### src/rtl/dmem_access_ctrl.sv
// MEM-stage data-bus controller: one valid/ready transaction per load/store, stalling the
// pipeline until the response arrives, with store lane steering and load extension.
module dmem_access_ctrl #(
  parameter int TIMEOUT_CYCLES = 256,
  parameter int CNT_W          = 9
) (
  input  logic        clk,
  input  logic        rst_n,
  input  logic        mem_req_valid,
  input  logic        mem_is_store,
  input  logic [2:0]  Load_type_mem,
  input  logic [1:0]  Store_type_mem,
  input  logic [31:0] mem_addr,
  input  logic [31:0] mem_wdata,
  output logic        mem_stall,
  output logic        ld_valid,
  output logic [31:0] ld_data,
  output logic        misalign_err,
  output logic        bus_err,
  output logic        dbus_valid,
  input  logic        dbus_ready,
  output logic        dbus_we,
  output logic [31:0] dbus_addr,
  output logic [31:0] dbus_wdata,
  output logic [3:0]  dbus_strb,
  input  logic        dbus_rvalid,
  input  logic [31:0] dbus_rdata
);

  typedef enum logic [1:0] {IDLE, REQ, RESP, DONE} state_t;

  localparam logic [1:0] SZ_B = 2'd0;
  localparam logic [1:0] SZ_H = 2'd1;
  localparam logic [1:0] SZ_W = 2'd2;
  localparam logic [CNT_W-1:0] CNT_LAST = CNT_W'(TIMEOUT_CYCLES - 1);

  function automatic logic [1:0] acc_size(input logic st, input logic [2:0] lt,
                                          input logic [1:0] stt);
    logic [1:0] sz;
    sz = SZ_W;
    if (st) begin
      case (stt)
        2'b01:   sz = SZ_H;
        2'b10:   sz = SZ_B;
        default: sz = SZ_W;
      endcase
    end else begin
      case (lt)
        3'b001, 3'b011: sz = SZ_H;
        3'b010, 3'b111: sz = SZ_B;
        default:        sz = SZ_W;
      endcase
    end
    return sz;
  endfunction

  function automatic logic is_aligned(input logic [1:0] sz, input logic [1:0] off);
    logic ok;
    case (sz)
      SZ_W:    ok = (off == 2'b00);
      SZ_H:    ok = ~off[0];
      default: ok = 1'b1;
    endcase
    return ok;
  endfunction

  function automatic logic [3:0] store_strb(input logic [1:0] sz, input logic [1:0] off);
    logic [3:0] s;
    case (sz)
      SZ_H:    s = 4'b0011 << off;
      SZ_B:    s = 4'b0001 << off;
      default: s = 4'b1111;
    endcase
    return s;
  endfunction

  function automatic logic [31:0] store_lanes(input logic [1:0] sz, input logic [31:0] wd);
    logic [31:0] w;
    case (sz)
      SZ_H:    w = {2{wd[15:0]}};
      SZ_B:    w = {4{wd[7:0]}};
      default: w = wd;
    endcase
    return w;
  endfunction

  function automatic logic [31:0] load_extract(input logic [2:0] lt, input logic [1:0] off,
                                               input logic [31:0] rd);
    logic        [31:0] sh;
    logic signed [7:0]  b;
    logic signed [15:0] h;
    logic signed [31:0] r;
    sh = rd >> {off, 3'b000};
    b  = sh[7:0];
    h  = sh[15:0];
    case (lt)
      3'b010:  r = 32'(b);
      3'b001:  r = 32'(h);
      3'b111:  r = {24'd0, sh[7:0]};
      3'b011:  r = {16'd0, sh[15:0]};
      default: r = sh;
    endcase
    return r;
  endfunction

  state_t            state, state_nxt;
  logic [31:0]       addr_p1, wdata_p1, ld_data_p2;
  logic [3:0]        strb_p1;
  logic [2:0]        ltype_p1;
  logic [1:0]        off_p1;
  logic              we_p1, err_p2;
  logic [CNT_W-1:0]  cnt;
  logic [1:0]        req_size;
  logic              req_aligned, accept, resp_end;

  assign req_size    = acc_size(mem_is_store, Load_type_mem, Store_type_mem);
  assign req_aligned = is_aligned(req_size, mem_addr[1:0]);
  assign accept      = (state == IDLE) && mem_req_valid && req_aligned;
  assign resp_end    = dbus_rvalid || (cnt == CNT_LAST);

  always_comb begin
    state_nxt = state;
    case (state)
      IDLE: if (accept) state_nxt = REQ;
      REQ:  if (dbus_ready) state_nxt = RESP;
      RESP: if (resp_end) state_nxt = DONE;
      DONE: state_nxt = IDLE;
      default: state_nxt = IDLE;
    endcase
  end

  // p1: request fields captured in IDLE and held for the whole bus transaction
  // p2: response capture / error flag, presented in DONE
  always_ff @(posedge clk or negedge rst_n) begin
    if (!rst_n) begin
      state      <= IDLE;
      addr_p1    <= '0;
      wdata_p1   <= '0;
      strb_p1    <= '0;
      ltype_p1   <= '0;
      off_p1     <= '0;
      we_p1      <= 1'b0;
      cnt        <= '0;
      err_p2     <= 1'b0;
      ld_data_p2 <= '0;
    end else begin
      state <= state_nxt;
      if (accept) begin
        addr_p1  <= {mem_addr[31:2], 2'b00};
        off_p1   <= mem_addr[1:0];
        we_p1    <= mem_is_store;
        ltype_p1 <= Load_type_mem;
        wdata_p1 <= store_lanes(req_size, mem_wdata);
        strb_p1  <= mem_is_store ? store_strb(req_size, mem_addr[1:0]) : 4'b0000;
        cnt      <= '0;
        err_p2   <= 1'b0;
      end
      if (state == RESP) begin
        if (dbus_rvalid) begin
          err_p2 <= 1'b0;
          if (!we_p1) ld_data_p2 <= load_extract(ltype_p1, off_p1, dbus_rdata);
        end else if (cnt == CNT_LAST) begin
          err_p2     <= 1'b1;
          ld_data_p2 <= '0;
        end else begin
          cnt <= cnt + 1'b1;
        end
      end
    end
  end

  // Combinational terms are qualified by rst_n so every output is 0 while reset is held.
  assign mem_stall    = rst_n && (accept || (state == REQ) || (state == RESP));
  assign misalign_err = rst_n && (state == IDLE) && mem_req_valid && !req_aligned;
  assign dbus_valid   = (state == REQ);
  assign dbus_we      = we_p1;
  assign dbus_addr    = addr_p1;
  assign dbus_wdata   = wdata_p1;
  assign dbus_strb    = strb_p1;
  assign ld_valid     = (state == DONE) && !we_p1 && !err_p2;
  assign bus_err      = (state == DONE) && err_p2;
  assign ld_data      = ld_data_p2;

endmodule

### config.mk
export PLATFORM = sky130hd
export DESIGN_NAME = dmem_access_ctrl
export DESIGN_NICKNAME = d
export VERILOG_FILES = /design/src/rtl/dmem_access_ctrl.sv
export SDC_FILE = /design/constraint.sdc
export NUM_CORES = 1
export LEC_CHECK = 0
export ABC_AREA = 1
export BUFFER_PORTS_ARGS = -buffer_cell sky130_fd_sc_hd__buf_2
export CORE_MARGIN = 4
export CORE_UTILIZATION = 51
export DETAILED_ROUTE_END_ITERATION = 7
export PLACE_DENSITY = 0.79
export SETUP_SLACK_MARGIN = 0.1
export SKIP_CTS_REPAIR_TIMING = 1
export SLEW_MARGIN = 20
export SYNTH_ARGS = -nofsm -noshare
export SYNTH_HDL_FRONTEND = slang
export SYNTH_SLANG_ARGS = --single-unit
export TNS_END_PERCENT = 10
### constraint.sdc
create_clock -name clk -period 2.22 [get_ports clk]
set_input_delay 0 -clock clk [delete_from_list [all_inputs] [get_ports clk]]
set_output_delay 0 -clock clk [all_outputs]
set_load 0.005 [all_outputs]
==> results.ini, run 1 <==
[synthesis]
yosysWarnings=0
synth_top_family_by_area=simple AND/OR/NAND/NOR gates
netlist_area_um2=6266
ys_seq_elements=116
synthMuxAreaShare_pct=0
synth.distinct_cells=35
syn_inst=824
synth_fa_ha_area_share_pct=1.997
yosysMostFrequentCell=nand2_1
synth-edff-count=0
yosys.area.top_type_share_pct=46.33
synth-simple-area-share_pct=33.15
synthArstFlopShare_pct=100.0
postSynthAreaPerCell_um2=7.604
synth_compound_area_share_pct=9.585
ys.flop_type=dfrtp_1
synthTopCellsByArea=dfrtp_1 46%, nand2_1 22%, nand3_1 5.6%, o21ai_0 4.7%, inv_1 2.9%
synth_largest_area_cell=dfrtp_1
yosysSeqAreaShare_pct=46.33
yosys-top-cells-count=366 x nand2_1, 116 x dfrtp_1, 70 x nand3_1, 59 x o21ai_0, 49 x inv_1
synth_xor_xnor_area_share_pct=0.4193

[layout]
multi_input_comb_area_um2=2841
final_core_util_pct=72.30
area_growth_syn_to_layout_pct=38.60
fillers=929
fin_nets=1210
drive_gt1_share_pct=27.49
layoutNonFillerInstCount=1253
regArea_um2=2903
antenna_cells=0

[routing]
drc=0
totalWireLength_um=19140
antenna_left=0
routed_via_density=5.184
drtPass1Iterations=5
wire_per_inst_um=15.28
drtIter0Drc=727
num_vias=6496

[critical_path]
critPathArrivalTime_ps=2040
cp_slowest_cell=dfrtp_1
endpoint_kind=output port
worstPathRequired_ps=2220
max_stage_delay_ps=390
worstPathMaxFanout=95
worstSetupPathType=flip-flop to output port
start_kind=flip-flop
worst-path-buf-inv=4
path_cells=inv_1 -> ha_1 -> nand2_1 -> inv_1 -> nand2_4 -> buf_12 -> a21oi_1 -> buf_2
path_common_cell=inv_1
critPathTopFamily=buffers and inverters

[floorplan]
die_x_um=118.8
die_h_um=118.8
dieArea_um2=14120
fp-row-count=40
initial_utilization_pct=52.17
coreArea_um2=12010
top_level_ports=213

[run]
cap_violations=0

[timing]
min_period_over_period_pct=91.95
fmax_ghz=0.4899
finalClockSkew_ps=6.832
setup_ws_ps=178.8
rsz0062_at_grt=yes
fin_setup_tns_ps=0
max-slew-margin-rel_pct=60.48
timing.final.max_slew_violations=0
setup_violations=0
hold_viol=4
worstMarginPinSlew_ps=592.8
period_needed_ps=2041
holdWs_ps=-11.69

[clock_network]
clk_pin_slew_worst_paths_ps=50
clockBufferDepth=2
cts_buffers=17
clkLatencyLatePin_ps=410
htreeDepth=4
cts_tree=yes
cts_root_buffer=clkbuf_16
clock_sinks=116

[status]
status=finished with violations
violations=negative hold slack

[global_routing]
antenna_found_initial=0
grt-ovfl-total=0
grt_first_pass_wirelength_um=28100
grt_pass1_vias=5852
grt_max_degree=96
track_usage_pct=24.65

[place]
hpwl_um=12490
pre_cts_slack_ps=-92.68
gp_congestion=0.8936
portBuffers=210
placed_cells=1153

[power]
irDropWorstVdd_uv=583.3
power.density_nw_per_um2=1237
p_leak_nw=4.838

[min_path]
hp-class=input pin to flip-flop

-- power by group --
group	total, W	internal (W)	switching [W]
combinational	0.00413	0.00169	0.00243
clock	0.00300	0.00203	0.000979
sequential	0.00361	0.00300	0.000612
total	0.0107	0.00672	0.00403
-- worst min-delay path, stage by stage --
cell and delay (ps):
buf_2 100, nand2_1 50, nand3_1 60, nand3_1 90, o21ai_2 60
-- final cells by class --
class	instances	area share, %
multi-input cells	607	32.72
inverters	57	2.492
clock inverters	12	2.320
clock buffers	20	5.143
repair buffers	294	21.78
flip-flops and latches	116	33.42
well taps	147	2.118
-- cells by family after synthesis --
group,count (synthesis)
buf+inv,102
flops,116
simple gates,488
xor+xnor,3
fa+ha+maj,10
other cells,1
compound gates,104
-- through the flow --
step                cell area [um2]  power, W
floorplan                      6270  0.006107
global placement               7353  0.007469
detailed placement             7353  0.007581
CTS                            8001   0.01062
global route                   8685   0.01153
finish                         8685   0.01074
-- metal layers --
layer  track usage (%)  vias to the layer above  wire length, um
met5                 0                        -                0
met4             9.776                        0              456
met3             7.455                       41             1662
met2             38.86                      349             9407
met1             31.93                     2977             7617
li1                  -                     3129                -
-- worst paths after layout --
check / from / end / slack [ps] / cells past startpoint
max: state[0] / mem_stall / 180 / 8
min: dbus_rdata[0] / ld_data[0] / -10 / 5
max reg2reg: state[0] / ltype_p1[0] / 380 / 8
min reg2reg: dbus_addr[17] / dbus_addr[17] / 470 / 2
max in group asynchronous: rst_n / dbus_addr[15] / 1450 / 3
min in group asynchronous: rst_n / dbus_wdata[27] / 50 / 2
-- placed cells by master (no fill, tap or decap), types with 15 or more instances in the layout --
cell type,instances
buf_2,209
nor2_1,15
inv_1,49
o21ai_1,19
dfrtp_1,116
dlygate4sd3_1,68
o21ai_0,59
nand2_1,366
clkbuf_16,17
nand3_1,70
-- sequential cells by signal, summed over array words and instances, names as in the netlist --
| signal | count |
|---|---|
| err_p2 | 1 |
| cnt | 9 |
| ltype_p1 | 3 |
| dbus_addr | 30 |
| off_p1 | 2 |
| state | 2 |
| dbus_strb | 4 |
| ld_data | 32 |
| dbus_wdata | 32 |
| dbus_we | 1 |
No activity file was read; power rests on OpenSTA's default activity.
==> run 2, diff against run 1 <==
--- a/config.mk
+++ b/config.mk
@@ -10,6 +10,7 @@
 export CORE_MARGIN = 4
 export CORE_UTILIZATION = 51
 export DETAILED_ROUTE_END_ITERATION = 7
+export MAX_ROUTING_LAYER = met4
 export PLACE_DENSITY = 0.79
 export SETUP_SLACK_MARGIN = 0.1
 export SKIP_CTS_REPAIR_TIMING = 1
==> run 2 against run 1 <==
  * The run still ends with negative hold slack left
  * Critical path type unchanged
  * Sequential power hardly changed
  * Largest cell class unchanged
  * Via count grew 0.26%
  * Setup slack better by 0.86 ps
==> results.ini, run 2 (synthesized netlist as in run 1, its figures left out) <==
[status]
status=finished with violations  ; unchanged
violations=negative hold slack  ; unchanged

[critical_path]
worstPathRequired_ps=2220  ; about the same
critPathArrivalTime_ps=2040  ; about the same
endpoint_kind=output port  ; unchanged
critical_path.reg2reg.startpoint=state[0]  ; unchanged
worstSetupPathType=flip-flop to output port  ; unchanged
crit_path_start=state[0]  ; unchanged
worstPathMaxFanout=95  ; unchanged
start_kind=flip-flop  ; unchanged

[floorplan]
die_x_um=118.8  ; unchanged
initial_utilization_pct=52.17  ; unchanged
fp-row-count=40  ; unchanged
dieArea_um2=14120  ; unchanged
top_level_ports=213  ; unchanged
die_h_um=118.8  ; unchanged
coreArea_um2=12010  ; unchanged

[layout]
area_growth_syn_to_layout_pct=38.60  ; unchanged
multi_input_comb_area_um2=2841  ; unchanged
drive_gt1_share_pct=27.49  ; unchanged
antenna_cells=0  ; unchanged
fin_nets=1210  ; unchanged
fillers=929  ; unchanged
layoutNonFillerInstCount=1253  ; unchanged
mostFrequentLayoutCell=nand2_1  ; unchanged
regArea_um2=2903  ; unchanged
final_cell_area_um2=8685  ; unchanged
layout_common_cells=366 x nand2_1, 209 x buf_2, 116 x dfrtp_1  ; unchanged

[global_routing]
grt-ovfl-total=0  ; unchanged
antenna_found_initial=0  ; unchanged
grt_pass1_vias=5852  ; unchanged
track_usage_pct=25.39  ; was 24.65%
grt_max_degree=96  ; unchanged
grt_first_pass_wirelength_um=28120  ; was 28,100 um

[routing]
drtPass1Iterations=5  ; unchanged
drc=0  ; unchanged
antenna_left=0  ; unchanged
routed_via_density=5.198  ; was 5.184
drtIter0Drc=669  ; was 727
num_vias=6513  ; was 6,496
wire_per_inst_um=15.29  ; was 15.28 um
totalWireLength_um=19160  ; was 19,140 um

[clock_network]
clock_sinks=116  ; unchanged
clkLatencyLatePin_ps=410  ; about the same
cts_buffers=17  ; unchanged
cts_tree=yes  ; unchanged
cts_root_buffer=clkbuf_16  ; unchanged
clockBufferDepth=2  ; unchanged
clk_pin_slew_worst_paths_ps=50  ; about the same
htreeDepth=4  ; unchanged

[place]
hpwl_um=12490  ; unchanged
portBuffers=210  ; unchanged
placed_cell_area_um2=7353  ; unchanged
placed_cells=1153  ; unchanged
gp_congestion=0.9087  ; was 0.8936

[timing]
rsz0062_at_grt=yes  ; unchanged
min_period_over_period_pct=91.91  ; was 91.95%
period_needed_ps=2040  ; was 2041 ps
hold_viol=7  ; was 4
holdWs_ps=-13.19  ; was -11.69 ps
max-slew-margin-rel_pct=60.61  ; was 60.48%
fmax_ghz=0.4901  ; was 0.4899 GHz
fin_setup_tns_ps=0  ; unchanged
setup_violations=0  ; unchanged
worstMarginPinSlew_ps=590.8  ; was 592.8 ps
finalClockSkew_ps=6.085  ; was 6.832 ps
timing.final.max_slew_violations=0  ; unchanged

[min_path]
hp-start=dbus_rdata[0]  ; unchanged
hp-class=input pin to flip-flop  ; unchanged

[power]
irDropWorstVdd_uv=584.2  ; was 583.3 uV
p_leak_nw=4.838  ; unchanged
power.density_nw_per_um2=1237  ; about the same

[run]
cap_violations=0  ; unchanged

[run 2: cell counts in the layout (fill, tap and decap cells not counted)]
Identical to the previous run, type by type.
[run 2: per-stage QoR]
step	hold slack [ps]	utilization [%]	total power, W	setup WS, ps
finish	-13.19	72.30	0.01074	179.6
global route	3.448	72.30	0.01154	24.42
CTS	-504.3	66.61	0.01062	75.22
detailed placement	-65.80	61.22	0.007581	-92.68
global placement	-71.61	61.22	0.007469	-17.29
floorplan	-295.6	-	0.006107	417.3
[run 2: where the power goes]
group | switching [W] | total, W | internal, W
Combinational | 0.00244 | 0.00413 | 0.00169
Sequential | 0.000612 | 0.00361 | 0.00300
Clock | 0.000977 | 0.00300 | 0.00203
[run 2: worst max-delay path, stage by stage, from the launching register on]
cell and delay [ps]:
dfrtp_1 390, inv_1 100, ha_1 240, nand2_1 100, inv_1 70, nand2_4 90, buf_12 350, a21oi_1 130
buf_2 150
[run 2: cell type report]
cell class,count,area share [%]
Multi-Input combinational cell,607,32.72
Timing Repair Buffer,294,21.78
Clock inverter,12,2.320
Tap cell,147,2.118
Inverter,57,2.492
Clock buffer,20,5.143
Sequential cell,116,33.42
[run 2: worst paths after layout]
check | depth (start not counted) | end | slack, ps
min in group asynchronous | 2 | dbus_wdata[27] | 60
setup / recovery | 8 | mem_stall | 180
setup reg to reg | 8 | ltype_p1[0] | 380
hold / removal | 5 | ld_data[0] | -10
max in group asynchronous | 3 | dbus_wdata[31] | 1450
hold reg to reg | 2 | dbus_addr[17] | 470
[run 2: per-layer routing]
metal,wire length (um),part of all wire [%],track usage (%)
met5,0,0,-
met4,431,2.2,9.993
met3,1416,7.4,6.125
met2,9469,49,38.83
met1,7846,41,32.86
==> run 3, diff against run 2 <==
==> constraint.sdc (replaced) <==
create_clock -name clk -period 2.22 [get_ports clk]
set_input_delay 0.222 -clock clk [delete_from_list [all_inputs] [get_ports clk]]
set_output_delay 0.222 -clock clk [all_outputs]
set_load 0.005 [all_outputs]
==> run 3 against run 2 <==
  * The run still ends with negative hold slack left
  * Count of clock-buffer cells in the layout increased by 3
  * Via count decreased by 6.1%
  * Cell count decreased by 4.8%
  * Clock power decreased by 6%
  * Sequential share of layout area increased by 2.4 points
  * Global-route usage increased by 0.51 points
==> results.ini, run 3 (synthesized netlist as in run 1, its figures left out) <==
[routing]
totalWireLength_um=17660  ; was 19,160 um
wire_per_inst_um=14.80  ; was 15.29 um
drtIter0Drc=657  ; was 669
antenna_left=0  ; unchanged
num_vias=6118  ; was 6,513
routed_via_density=5.128  ; was 5.198
drc=0  ; unchanged
drtPass1Iterations=5  ; unchanged

[clock_network]
cts_tree=yes  ; unchanged
cts_root_buffer=clkbuf_16  ; unchanged
cts_buffers=17  ; unchanged
clk_pin_slew_worst_paths_ps=60  ; was 50 ps
clock_sinks=116  ; unchanged
clkLatencyLatePin_ps=420  ; was 410 ps
htreeDepth=4  ; unchanged
clockBufferDepth=2  ; unchanged

[power]
comb_power_share_pct=39.1  ; was 38.4%
swShare_pct=37.47  ; was 37.48%
p_sw_w=0.003933  ; was 0.004026 W
p_leak_nw=4.600  ; was 4.838 nW
power.density_nw_per_um2=1296  ; was 1237 nW/um2
sequentialPowerShare_pct=33.9  ; was 33.6%
irDropWorstVdd_uv=593.9  ; was 584.2 uV
p_clk_share_pct=27.0  ; was 27.9%
p_int_w=0.006563  ; was 0.006717 W

[global_routing]
busiest_layer=met2  ; unchanged
antenna_found_initial=0  ; unchanged
grt_first_pass_wirelength_um=28750  ; was 28,120 um
grt_pass1_vias=5952  ; was 5,852
use_met2_pct=41.21  ; was 38.83%
track_usage_pct=25.91  ; was 25.39%
met3_usage_pct=6.125  ; unchanged
use_met1_pct=33.16  ; was 32.86%
grt_max_degree=117  ; was 96
grt-ovfl-total=0  ; unchanged

[floorplan]
die_h_um=118.8  ; unchanged
dieArea_um2=14120  ; unchanged
top_level_ports=213  ; unchanged
coreArea_um2=12010  ; unchanged
die_x_um=118.8  ; unchanged
fp-row-count=40  ; unchanged
initial_utilization_pct=52.17  ; unchanged

[place]
placed_cells=1155  ; was 1,153
gp_congestion=0.8742  ; was 0.9087
hpwl_um=12240  ; was 12,490 um
placed_cell_area_um2=7400  ; was 7353 um2
portBuffers=210  ; unchanged

[timing]
hold_viol=1  ; was 7
holdWs_ps=-6.398  ; was -13.19 ps
timing.final.max_slew_violations=0  ; unchanged
finalClockSkew_ps=8.716  ; was 6.085 ps
min_period_over_period_pct=91.42  ; was 91.91%
fmax_ghz=0.4927  ; was 0.4901 GHz
worstMarginPinSlew_ps=636.5  ; was 590.8 ps
rsz0062_at_grt=no  ; was yes
period_needed_ps=2029  ; was 2040 ps
max-slew-margin-rel_pct=57.57  ; was 60.61%
setup_violations=0  ; unchanged
fin_setup_tns_ps=0  ; unchanged

[layout]
layout_common_cells=366 x nand2_1, 209 x buf_2, 116 x dfrtp_1  ; unchanged
final_cell_area_um2=8097  ; was 8685 um2
fillers=1053  ; was 929
mostFrequentLayoutCell=nand2_1  ; unchanged
drive_gt1_share_pct=29.64  ; was 27.49%
fin_nets=1151  ; was 1,210
area_growth_syn_to_layout_pct=29.21  ; was 38.60%
antenna_cells=0  ; unchanged
layoutNonFillerInstCount=1193  ; was 1,253
final_core_util_pct=67.41  ; was 72.30%

[min_path]
hp-class=input pin to flip-flop  ; unchanged

[critical_path]
worstSetupPathType=flip-flop to output port  ; unchanged
critPathArrivalTime_ps=1810  ; was 2040 ps
worstPathMaxFanout=11  ; was 95
start_kind=flip-flop  ; unchanged
endpoint_kind=output port  ; unchanged
worstPathRequired_ps=2000  ; was 2220 ps

[status]
violations=negative hold slack  ; unchanged
status=finished with violations  ; unchanged

[run]
cap_violations=0  ; unchanged

run 3: changes by cell type in the layout (fill, tap and decap cells not counted), sizes merged:
cell	before	now
dlygate4sd3	68	4
bufinv	5	3
inv	59	57
buf	226	230
clkbuf	20	24
run 3: metal layers:
layer | up-vias | wire length [um]
met5 | - | 0
met4 | 0 | 331
met3 | 25 | 1344
met2 | 271 | 8440
met1 | 2804 | 7542
li1 | 3018 | -
run 3: area by class of cell:
type / instances / area (um2) / share of cell area (%)
clock buffer: 23 / 488.0 / 6.027
clock inverter: 8 / 123.9 / 1.530
inverter: 57 / 216.5 / 2.673
multi-input combinational: 607 / 2850 / 35.20
sequential: 116 / 2903 / 35.85
tap: 147 / 183.9 / 2.272
timing repair buffer: 235 / 1331 / 16.44
run 3: path summary, 6_finish.rpt:
path                         startpoint            to  slack (ps)  cells past startpoint
setup / recovery               state[0]     mem_stall         190                      8
hold / removal              mem_addr[2]  dbus_addr[2]          -6                      3
setup reg to reg               state[0]        cnt[4]         460                      9
hold reg to reg            dbus_addr[2]  dbus_addr[2]         470                      2
max in group asynchronous         rst_n    ld_data[4]        1230                      3
min in group asynchronous         rst_n   ld_data[15]         490                      3
run 3: power groups by stage:
stage | clock network (W) | logic (W) | registers [W]
after floorplan | 0 | 0.00253 | 0.00358
after global placement | 0 | 0.00396 | 0.00354
after detailed placement | 0 | 0.00407 | 0.00355
after CTS | 0.00285 | 0.00409 | 0.00355
after global routing | 0.00297 | 0.00466 | 0.00367
final | 0.00283 | 0.00411 | 0.00356
run 3: stage by stage:
| step | worst slack, ps | power, W |
|---|---|---|
| 2_1_floorplan | 121.1 | 0.006115 |
| 3_3_place_gp | 155.8 | 0.007503 |
| 3_5_place_dp | 93.46 | 0.007617 |
| 4_1_cts | 110.2 | 0.01050 |
| 5_1_grt | 99.84 | 0.01130 |
| 6_report | 190.6 | 0.01050 |
run 3: critical path, stage by stage (launching register included):
cell and delay, ps:
dfrtp_1 420, inv_1 120, ha_1 180, nand2_1 100, inv_1 110, nand2_4 80
buf_12 150, a21oi_2 110, buf_2 120
